`config.mk`:
```
export PLATFORM = sky130hd
export DESIGN_NAME = rv32i_multicycle_ctrl
export DESIGN_NICKNAME = d
export VERILOG_FILES = /design/src/rtl/rv32i_multicycle_ctrl.sv
export SDC_FILE = /design/constraint.sdc
export NUM_CORES = 1
export LEC_CHECK = 0
export CAP_MARGIN = 20
export CORE_MARGIN = 2
export CORE_UTILIZATION = 50
export DETAILED_ROUTE_END_ITERATION = 10
export GPL_ROUTABILITY_DRIVEN = 0
export HOLD_SLACK_MARGIN = 0.03
export PLACE_DENSITY = 0.85
export SETUP_SLACK_MARGIN = 0.4
export SYNTH_ARGS = -nofsm -noshare
export SYNTH_HDL_FRONTEND = slang
export SYNTH_SLANG_ARGS = --single-unit
```
`constraint.sdc`:
```
create_clock -name clk -period 3.46 [get_ports clk]
set_clock_uncertainty 0.05 [all_clocks]
set_input_delay 0.346 -clock clk [delete_from_list [all_inputs] [get_ports clk]]
set_output_delay 0.346 -clock clk [all_outputs]
set_load 0.005 [all_outputs]
```
`src/rtl/rv32i_multicycle_ctrl.sv`:
```
// Multi-cycle RV32I control FSM: fetch/decode/execute/memory/writeback sequencing,
// datapath select generation, memory req/ready handshake, fault trapping and instret.
module rv32i_multicycle_ctrl #(
    parameter int MEM_TIMEOUT = 255,
    parameter int CNT_W       = 32
) (
    input  logic             clk,
    input  logic             rst_n,
    input  logic [31:0]      instr,
    input  logic             branch_taken,
    input  logic             mem_ready,
    output logic             mem_req,
    output logic             mem_we,
    output logic             addr_sel,
    output logic             ir_we,
    output logic             pc_we,
    output logic [1:0]       pc_sel,
    output logic             rf_we,
    output logic [1:0]       wb_sel,
    output logic             alu_a_sel,
    output logic             alu_b_sel,
    output logic [1:0]       alu_op,
    output logic             trap,
    output logic [1:0]       trap_cause,
    output logic [CNT_W-1:0] instret,
    output logic [2:0]       state_dbg
);

    typedef enum logic [2:0] {
        FETCH  = 3'd0,
        DECODE = 3'd1,
        EXEC   = 3'd2,
        MEM    = 3'd3,
        WB     = 3'd4,
        TRAP   = 3'd5
    } state_t;

    typedef enum logic [3:0] {
        C_NONE, C_LUI, C_AUIPC, C_JAL, C_JALR, C_BRANCH, C_LOAD, C_STORE, C_OPIMM, C_OP
    } cls_t;

    // Counter only needs to reach MEM_TIMEOUT-1; the trap fires on the wait cycle after that.
    localparam int TW = (MEM_TIMEOUT > 1) ? $clog2(MEM_TIMEOUT) : 1;
    localparam logic [TW-1:0] TMO_LAST = TW'((MEM_TIMEOUT > 0) ? MEM_TIMEOUT - 1 : 0);

    state_t        state, state_next;
    cls_t          cls, dec_cls;
    logic [TW-1:0] tmo_cnt;
    logic          tmo_hit;
    logic          retire;
    logic [1:0]    cause_next;
    logic          unused_instr_bits;

    assign unused_instr_bits = ^instr[31:7];
    assign state_dbg         = state;
    assign tmo_hit           = (MEM_TIMEOUT != 0) && (tmo_cnt == TMO_LAST);

    function automatic cls_t decode_op(input logic [6:0] op);
        case (op)
            7'b0110111: return C_LUI;
            7'b0010111: return C_AUIPC;
            7'b1101111: return C_JAL;
            7'b1100111: return C_JALR;
            7'b1100011: return C_BRANCH;
            7'b0000011: return C_LOAD;
            7'b0100011: return C_STORE;
            7'b0010011: return C_OPIMM;
            7'b0110011: return C_OP;
            default:    return C_NONE;
        endcase
    endfunction

    assign dec_cls = decode_op(instr[6:0]);

    always_ff @(posedge clk or negedge rst_n) begin
        if (!rst_n) begin
            state      <= FETCH;
            cls        <= C_NONE;
            trap_cause <= 2'b00;
            instret    <= '0;
            tmo_cnt    <= '0;
        end else begin
            state <= state_next;
            if (state == DECODE)
                cls <= dec_cls;
            if (state_next == TRAP && state != TRAP)
                trap_cause <= cause_next;
            if (retire)
                instret <= instret + CNT_W'(1);
            if ((state_next == FETCH || state_next == MEM) && state_next != state)
                tmo_cnt <= '0;
            else if (mem_req && !mem_ready)
                tmo_cnt <= tmo_cnt + TW'(1);
        end
    end

    always_comb begin
        state_next = state;
        cause_next = 2'b00;
        retire     = 1'b0;
        mem_req    = 1'b0;
        mem_we     = 1'b0;
        addr_sel   = 1'b0;
        ir_we      = 1'b0;
        pc_we      = 1'b0;
        pc_sel     = 2'b00;
        rf_we      = 1'b0;
        wb_sel     = 2'b00;
        alu_a_sel  = 1'b0;
        alu_b_sel  = 1'b0;
        alu_op     = 2'b00;
        trap       = 1'b0;

        case (state)
            FETCH: begin
                mem_req = 1'b1;
                if (mem_ready) begin
                    ir_we      = 1'b1;
                    state_next = DECODE;
                end else if (tmo_hit) begin
                    state_next = TRAP;
                    cause_next = 2'b10;
                end
            end
            DECODE: begin
                if (dec_cls == C_NONE) begin
                    state_next = TRAP;
                    cause_next = 2'b01;
                end else begin
                    state_next = EXEC;
                end
            end
            EXEC: begin
                case (cls)
                    C_OP: begin
                        alu_op     = 2'b01;
                        state_next = WB;
                    end
                    C_OPIMM: begin
                        alu_b_sel  = 1'b1;
                        alu_op     = 2'b01;
                        state_next = WB;
                    end
                    C_LOAD, C_STORE: begin
                        alu_b_sel  = 1'b1;
                        state_next = MEM;
                    end
                    C_LUI: begin
                        alu_b_sel  = 1'b1;
                        alu_op     = 2'b11;
                        state_next = WB;
                    end
                    C_AUIPC: begin
                        alu_a_sel  = 1'b1;
                        alu_b_sel  = 1'b1;
                        state_next = WB;
                    end
                    C_JAL, C_JALR: begin
                        alu_b_sel  = 1'b1;
                        state_next = WB;
                    end
                    C_BRANCH: begin
                        alu_op     = 2'b10;
                        pc_we      = 1'b1;
                        pc_sel     = branch_taken ? 2'b01 : 2'b00;
                        retire     = 1'b1;
                        state_next = FETCH;
                    end
                    default: begin
                        state_next = TRAP;
                        cause_next = 2'b01;
                    end
                endcase
            end
            MEM: begin
                mem_req  = 1'b1;
                addr_sel = 1'b1;
                mem_we   = (cls == C_STORE);
                if (mem_ready) begin
                    if (cls == C_STORE) begin
                        pc_we      = 1'b1;
                        retire     = 1'b1;
                        state_next = FETCH;
                    end else begin
                        state_next = WB;
                    end
                end else if (tmo_hit) begin
                    state_next = TRAP;
                    cause_next = 2'b10;
                end
            end
            WB: begin
                rf_we      = 1'b1;
                pc_we      = 1'b1;
                retire     = 1'b1;
                state_next = FETCH;
                if (cls == C_LOAD)
                    wb_sel = 2'b01;
                else if (cls == C_JAL || cls == C_JALR)
                    wb_sel = 2'b10;
                if (cls == C_JAL)
                    pc_sel = 2'b01;
                else if (cls == C_JALR)
                    pc_sel = 2'b10;
            end
            TRAP: begin
                trap = 1'b1;
            end
            default: begin
                state_next = FETCH;
            end
        endcase

        // The state register sits in FETCH during reset; keep the memory port quiet.
        if (!rst_n) begin
            mem_req = 1'b0;
            mem_we  = 1'b0;
            ir_we   = 1'b0;
        end
    end

endmodule

```
==> results of run 1 <==
per-layer routing:
metal | global-route usage [%] | vias to the layer above
met5 | 0 | -
met4 | 7.719 | 0
met3 | 3.448 | 6
met2 | 33.28 | 54
met1 | 28.12 | 1113
li1 | - | 1125
layout make-up:
| type | count | share of cell area [%] |
|---|---|---|
| repair buffers | 64 | 18.04 |
| inverters | 6 | 0.6442 |
| clock buffers | 7 | 2.470 |
| well taps | 72 | 2.577 |
| flip-flops and latches | 49 | 35.08 |
| multi-input cells | 211 | 41.20 |
cells by family after synthesis:
logic type,share of synthesized area (%)
adders and majority gates,1.361
xor gates and xnor gates,12.39
and+or+nand+nor,25.27
DFF,44.46
muxes,0.8166
AOI/OAI and AO/OA,12.39
buffers and inverters,3.312
flip-flops by register name, summed over array words and instances (netlist names):
signal      flops
instret        32
tmo_cnt         8
trap_cause      2
state_dbg       3
cls             4
layout by cell type, fill, tap and decap left out, types with 2 or more instances in the layout:
cell             count
ha_1                 3
and2_1               4
nor3b_1              2
a211oi_1             3
xnor2_1             26
and3_1               8
nor3_1               7
nor4_1               4
nand2b_1             4
clkbuf_8             6
a32o_1               2
a21oi_1             16
nand2_1             24
and4_1               5
nor2b_1              2
nor2_1              16
xor2_1              13
buf_4                2
o21a_1               2
nand3_1             24
inv_1                6
clkdlybuf4s50_1     61
nand4_1              9
nand3b_1             2
o21ai_0              4
dfrtp_1             49
a22o_1               2
mux2_2               2
where the power goes:
part	internal (mW)	total (mW)	switching (mW)
clock network	0.159	0.332	0.173
logic	0.286	0.568	0.281
registers	0.636	0.755	0.119
total	1.08	1.65	0.573
critical path: cells and delay by family (launching register included):
| kind | cells | cell delay [ns] |
|---|---|---|
| DFF | 1 | 0.55 |
| buffers and inverters | 1 | 0.55 |
| and+or+nand+nor | 2 | 0.70 |
| AOI/OAI and AO/OA | 1 | 0.19 |
through the flow:
| stage | utilization, % | hold slack, ns | std cells |
|---|---|---|---|
| after CTS | 64.68 | 0.1849 | 409 |
| after detailed placement | 63.08 | 0.4201 | 402 |
| after floorplan | - | 0.0004089 | 277 |
| after global placement | 63.08 | 0.4193 | 402 |
| after global routing | 64.68 | 0.2116 | 409 |
| final | 64.68 | 0.1506 | 409 |
worst max path at each step:
stage	endpoint	slack, ns
2_1_floorplan	instret[21]$_DFFE_PN0P_	1.43
3_3_place_gp	tmo_cnt[0]$_DFFE_PN0P_	0.96
3_5_place_dp	tmo_cnt[4]$_DFFE_PN0P_	0.95
4_1_cts	pc_sel[0]	0.77
5_1_grt	pc_sel[0]	0.62
6_report	pc_we	0.77
cells in the mapped netlist (3+ instances only):
cell type and instances:
nor4_1 4, clkbuf_1 3, nand4_1 9, nand3_1 24
xnor2_1 26, nor2_1 16, a211oi_1 3, a21oi_1 16
nor3_1 7, buf_2 3, and4_1 5, xor2_1 13
nand2b_1 4, inv_1 6, and2_1 4, ha_1 3
nand2_1 24, dfrtp_1 49, o21ai_0 4, and3_1 8
==> key figures, run 1 <==
Run status
  • Outcome: completed

Synth
  • Area leader, netlist: dfrtp_1
  • EDFF count, synth: 0
  • Yosys top cell area share: 44.46%
  • Primary FF master, synth: dfrtp_1
  • Asr flop ratio synth: 100.0%
  • Gate Count Post-Synth: 277
  • Register area share after synthesis: 44.46%
  • Cell Area, Synth: 0.002758 mm²
  • YS warnings: 0
  • Netlist cell types: 57
  • Area contributors post-synth: dfrtp_1 (44%), xnor2_1 (8.3%), nand3_1 (4.4%), xor2_1 (4.1%), nand2_1 (3.3%)
  • Syn Area/Cell: 9.955 µm²
  • Synth Net Count: 316
  • Synthesis-stage register bit count: 49

Drt
  • Metal3 WL: 241 µm
  • Via count: 2298
  • DRT iter0 DRCs: 69
  • Vias per inst: 5.619
  • Uppermost layer routed: met4
  • WL/cell: 14.61 µm
  • Met2 wire length: 2936 µm
  • Drt first pass iters: 4
  • Drt drc: 0
  • M1 WL: 2726 µm
  • Final antenna-violating net count: 0
  • Routed WL: 5977 µm

STA
  • Max_slew headroom: 46.10%
  • Slew Viols, Final: 0
  • Final worst slack: 0.7695 ns
  • Final TNS setup: 0 ns
  • Actual slew at the worst max-slew pin: 0.8065 ns
  • Tcrit/Tclk final: 77.76%
  • Final Hold Fails: 0
  • RSZ-0062 raised after global routing: false
  • Max Freq: 0.3717 GHz
  • Tmin final: 2.690 ns
  • Endpoints failing setup: 0

Clock network
  • Num CTS Buffers: 5
  • CTS tree: built
  • Worst-Skew Late Latency: 0.30 ns
  • H-tree levels: 2
  • CTS sink cnt: 49
  • Clock tree buffer depth: 2
  • Post_cts resized: 0
  • Worst-path clk slew: 0.08 ns
  • Clock root buffer: clkbuf_8
  • CTS Hold Bufs: 0
  • Post-CTS setup buffers: 0

Worst hold path
  • Hold Path Class: primary input to async pin

Place
  • Dpl cell area: 0.003410 mm²
  • I/O Buffers: 62
  • DP Worst Slack: 0.9488 ns
  • Post-DP HPWL: 4376 µm

Layout
  • Fraction of layout cells with a size suffix above 1: 6.825%
  • Fin area: 0.003496 mm²
  • Sequential Area: 0.001226 mm²
  • Layout area overhead: 26.77%
  • Layout Nets: 376
  • Antenna cells: 0
  • Filler cells: 444
  • Multi-input logic area: 0.001440 mm²

Power
  • VDD IR max: 0.4287 mV
  • P per Cell Area: 473.1 mW/mm²
  • Leakage Power: 1.426 nW
  • Power, Total: 1.654 mW

Die
  • I/O pins: 88
  • Area of the core: 0.005405 mm²
  • Die Span Y: 78.27 µm
  • Die ar.: 0.006125 mm²
  • Initial core utilization: 51.02%
  • Die Wd: 78.27 µm
  • Std-Cell Rows: 27

Critical path
  • Worst-path cell chain: nor3b_4, a31oi_4, nand2_1, clkdlybuf4s50_1
  • Critical Path Fanout Max: 12
  • R2R depth: 5
  • Crit path from: state_dbg[1]$_DFF_PN0_
  • RR Endpoint: instret[29]$_DFFE_PN0P_
  • Critical Path Sink Type: output pin
  • R2R setup slack: 1.04 ns
  • WS Path Type: register to output pin
  • Worst R2R Start: state_dbg[1]$_DFF_PN0_
  • Startpoint types: register
  • WP data arrival: 2.29 ns
  • Worst endpoint required time: 3.06 ns
  • Slowest CP cell: dfrtp_1
  • Max stage delay on crit path: 0.55 ns

Global routing
  • Pin count of the biggest net entering global routing: 50
  • Vias in the first global route: 2146
  • First-pass GRT wire length: 10120 µm
  • Initial antenna violation count: 0
  • Gr ovfl total: 0
  • GRT Resource Usage Total: 20.64%

Flow run
  • Max-cap violations: 0
(Power assumes the default switching activity.)
==> run 2, diff against run 1 <==
--- a/config.mk
+++ b/config.mk
@@ -7,11 +7,11 @@
 export LEC_CHECK = 0
 export CAP_MARGIN = 20
 export CORE_MARGIN = 2
-export CORE_UTILIZATION = 50
+export CORE_UTILIZATION = 47
 export DETAILED_ROUTE_END_ITERATION = 10
 export GPL_ROUTABILITY_DRIVEN = 0
 export HOLD_SLACK_MARGIN = 0.03
-export PLACE_DENSITY = 0.85
+export PLACE_DENSITY = 0.81
 export SETUP_SLACK_MARGIN = 0.4
 export SYNTH_ARGS = -nofsm -noshare
 export SYNTH_HDL_FRONTEND = slang
==> constraint.sdc (replaced) <==
create_clock -name clk -period 2.5 [get_ports clk]
set_clock_uncertainty 0.05 [all_clocks]
set_input_delay 0.25 -clock clk [delete_from_list [all_inputs] [get_ports clk]]
set_output_delay 0.25 -clock clk [all_outputs]
set_load 0.005 [all_outputs]
==> key figures, run 2 (synthesized netlist as in run 1, its figures left out) <==
Clock network
  • CTS sink cnt: 49 (unchanged)
  • Clock root buffer: clkbuf_8 (unchanged)
  • Clock tree buffer depth: 2 (unchanged)
  • CTS tree: built (unchanged)
  • Worst-Skew Late Latency: 0.31 ns (was 0.30 ns)
  • Num CTS Buffers: 5 (unchanged)
  • Worst-path clk slew: 0.09 ns (was 0.08 ns)
  • H-tree levels: 2 (unchanged)

Place
  • Dpl cell area: 0.003507 mm² (was 0.003410 mm²)
  • Post-DP HPWL: 4521 µm (was 4376 µm)
  • I/O Buffers: 62 (unchanged)

Global routing
  • Gr ovfl total: 0 (unchanged)
  • Pin count of the biggest net entering global routing: 44 (was 50)
  • GRT Resource Usage Total: 22.37% (was 20.64%)
  • First-pass GRT wire length: 11220 µm (was 10120 µm)
  • Initial antenna violation count: 0 (unchanged)
  • Vias in the first global route: 2298 (was 2146)

Critical path
  • Worst R2R Start: state_dbg[0]$_DFF_PN0_ (was state_dbg[1]$_DFF_PN0_)
  • Startpoint types: primary input (was register)
  • R2R setup slack: 0.40 ns (was 1.04 ns)
  • RR Endpoint: instret[21]$_DFFE_PN0P_ (was instret[29]$_DFFE_PN0P_)
  • Critical Path Fanout Max: 4 (was 12)
  • Critical Path Sink Type: register (was output pin)
  • WS Path Type: primary input to register (was register to output pin)
  • WP data arrival: 2.24 ns (was 2.29 ns)
  • Worst endpoint required time: 2.61 ns (was 3.06 ns)
  • R2R depth: 8 (was 5)

Layout
  • Most frequent cells in the layout: clkdlybuf4s50_1 (49), dfrtp_1 (44), buf_4 (31) (was clkdlybuf4s50_1 (61), dfrtp_1 (49), xnor2_1 (26))
  • Regs by FF count: instret x32, tmo_cnt x8, cls x4 (unchanged)
  • Sequential Area: 0.001232 mm² (was 0.001226 mm²)
  • Fin area: 0.003971 mm² (was 0.003496 mm²)
  • Commonest non-fill, non-tap cell in the layout: clkdlybuf4s50_1 (unchanged)
  • Antenna cells: 0 (unchanged)
  • Reg with most FFs: instret (unchanged)
  • Layout area overhead: 44.01% (was 26.77%)
  • Filler cells: 392 (was 444)
  • Max reg flops: 32 (unchanged)
  • Layout Nets: 413 (was 376)
  • Fraction of layout cells with a size suffix above 1: 23.73% (was 6.825%)
  • Multi-input logic area: 0.001583 mm² (was 0.001440 mm²)

Drt
  • Via count: 2506 (was 2298)
  • DRT iter0 DRCs: 109 (was 69)
  • Final antenna-violating net count: 0 (unchanged)
  • Routed WL: 7126 µm (was 5977 µm)
  • Drt first pass iters: 4 (unchanged)
  • WL/cell: 15.94 µm (was 14.61 µm)
  • Vias per inst: 5.606 (was 5.619)
  • Drt drc: 0 (unchanged)

Die
  • Std-Cell Rows: 27 (unchanged)
  • Die Wd: 80.60 µm (was 78.27 µm)
  • Die Span Y: 80.60 µm (was 78.27 µm)
  • Die ar.: 0.006496 mm² (was 0.006125 mm²)
  • Initial core utilization: 49.47% (was 51.02%)
  • I/O pins: 88 (unchanged)
  • Area of the core: 0.005574 mm² (was 0.005405 mm²)

STA
  • RSZ-0062 raised after global routing: true (was false)
  • Tcrit/Tclk final: 84.96%
  • Tmin final: 2.124 ns
  • Final Hold Fails: 0 (unchanged)
  • Endpoints failing setup: 0 (unchanged)
  • Slew Viols, Final: 0 (unchanged)
  • Max Freq: 0.4708 GHz
  • Max_slew headroom: 59.41% (was 46.10%)
  • Actual slew at the worst max-slew pin: 0.6073 ns (was 0.8065 ns)
  • Final TNS setup: 0 ns (unchanged)

Worst hold path
  • Hold Path Class: primary input to async pin (unchanged)

Power
  • Leakage Power: 1.744 nW (was 1.426 nW)
  • Power, Total: 2.735 mW (was 1.654 mW)
  • P per Cell Area: 688.7 mW/mm² (was 473.1 mW/mm²)
  • VDD IR max: 0.4772 mV (was 0.4287 mV)

Run status
  • Outcome: completed (unchanged)

Flow run
  • Max-cap violations: 0 (unchanged)
## run 2: changes by cell type in the layout (fill, tap and decap cells not counted), moves of 5 or more
cell,change
buf_4,+29
clkdlybuf4s50_1,-12
buf_6,+6
nand3_1,-7
nand3_2,+5
dlygate4sd2_1,+8
dfrtp_1,-5
dfrtp_2,+5
## run 2: cell type report
cell class / instances / share of cell area (%)
Inverter: 6 / 0.5671
Clock inverter: 3 / 1.103
Tap cell: 72 / 2.268
Clock buffer: 5 / 1.733
Sequential cell: 49 / 31.03
Timing Repair Buffer: 101 / 23.44
Multi-Input combinational cell: 211 / 39.86
## run 2: power by group
part | internal (mW) | switching, mW | leakage (nW)
registers | 0.885 | 0.127 | 0.646
logic | 0.606 | 0.550 | 1.04
clock network | 0.300 | 0.267 | 0.0585
## run 2: worst max path at each step
stage | end | slack, ns | startpoint | cells after the start
floorplan | instret[21]$_DFFE_PN0P_ | 0.47 | state_dbg[0]$_DFF_PN0_ | 6
global placement | tmo_cnt[1]$_DFFE_PN0P_ | 0.28 | instr[4] | 6
detailed placement | tmo_cnt[1]$_DFFE_PN0P_ | 0.25 | instr[4] | 7
CTS | pc_we | 0.25 | state_dbg[0]$_DFF_PN0_ | 5
global route | pc_sel[0] | 0.27 | state_dbg[0]$_DFF_PN0_ | 8
finish | state_dbg[2]$_DFF_PN0_ | 0.38 | instr[5] | 6
## run 2: repair_timing
item / 4_1_cts / 5_1_grt
resized for setup: 25 / 31
hold buffers: 1 / 0
gates cloned: 0 / 1
pin swaps: 2 / 12
setup buffers: 14 / 8
endpoints found under the hold margin: 6 / 0
setup endpoints to repair: 25 / 23
## run 2: layer usage
metal  vias to the layer above  GRT usage [%]  routed length [µm]
met5                         -              0                   0
met4                         0          7.119                  69
met3                         8          4.831                 310
met2                        67          36.58                3662
met1                      1238          29.64                3084
li1                       1193              -                   -
## run 2: critical path, cell delays in order
cell and delay (ns):
clkdlybuf4s50_1 0.50, nand2b_1 0.08, a2111oi_1 0.62, nor2_4 0.11, buf_4 0.16, or4_1 0.52
## run 2: metrics by stage
stage          worst slack [ns]  utilization, %  hold WS [ns]  cells
3_3_place_gp             0.2756           62.92       0.06063    415
4_1_cts                  0.2518           68.10        0.2677    438
3_5_place_dp             0.2508           62.92       0.06380    415
5_1_grt                  0.2703           71.25        0.2665    447
6_report                 0.3759           71.25        0.2750    447
2_1_floorplan            0.4715               -      -0.09559    277
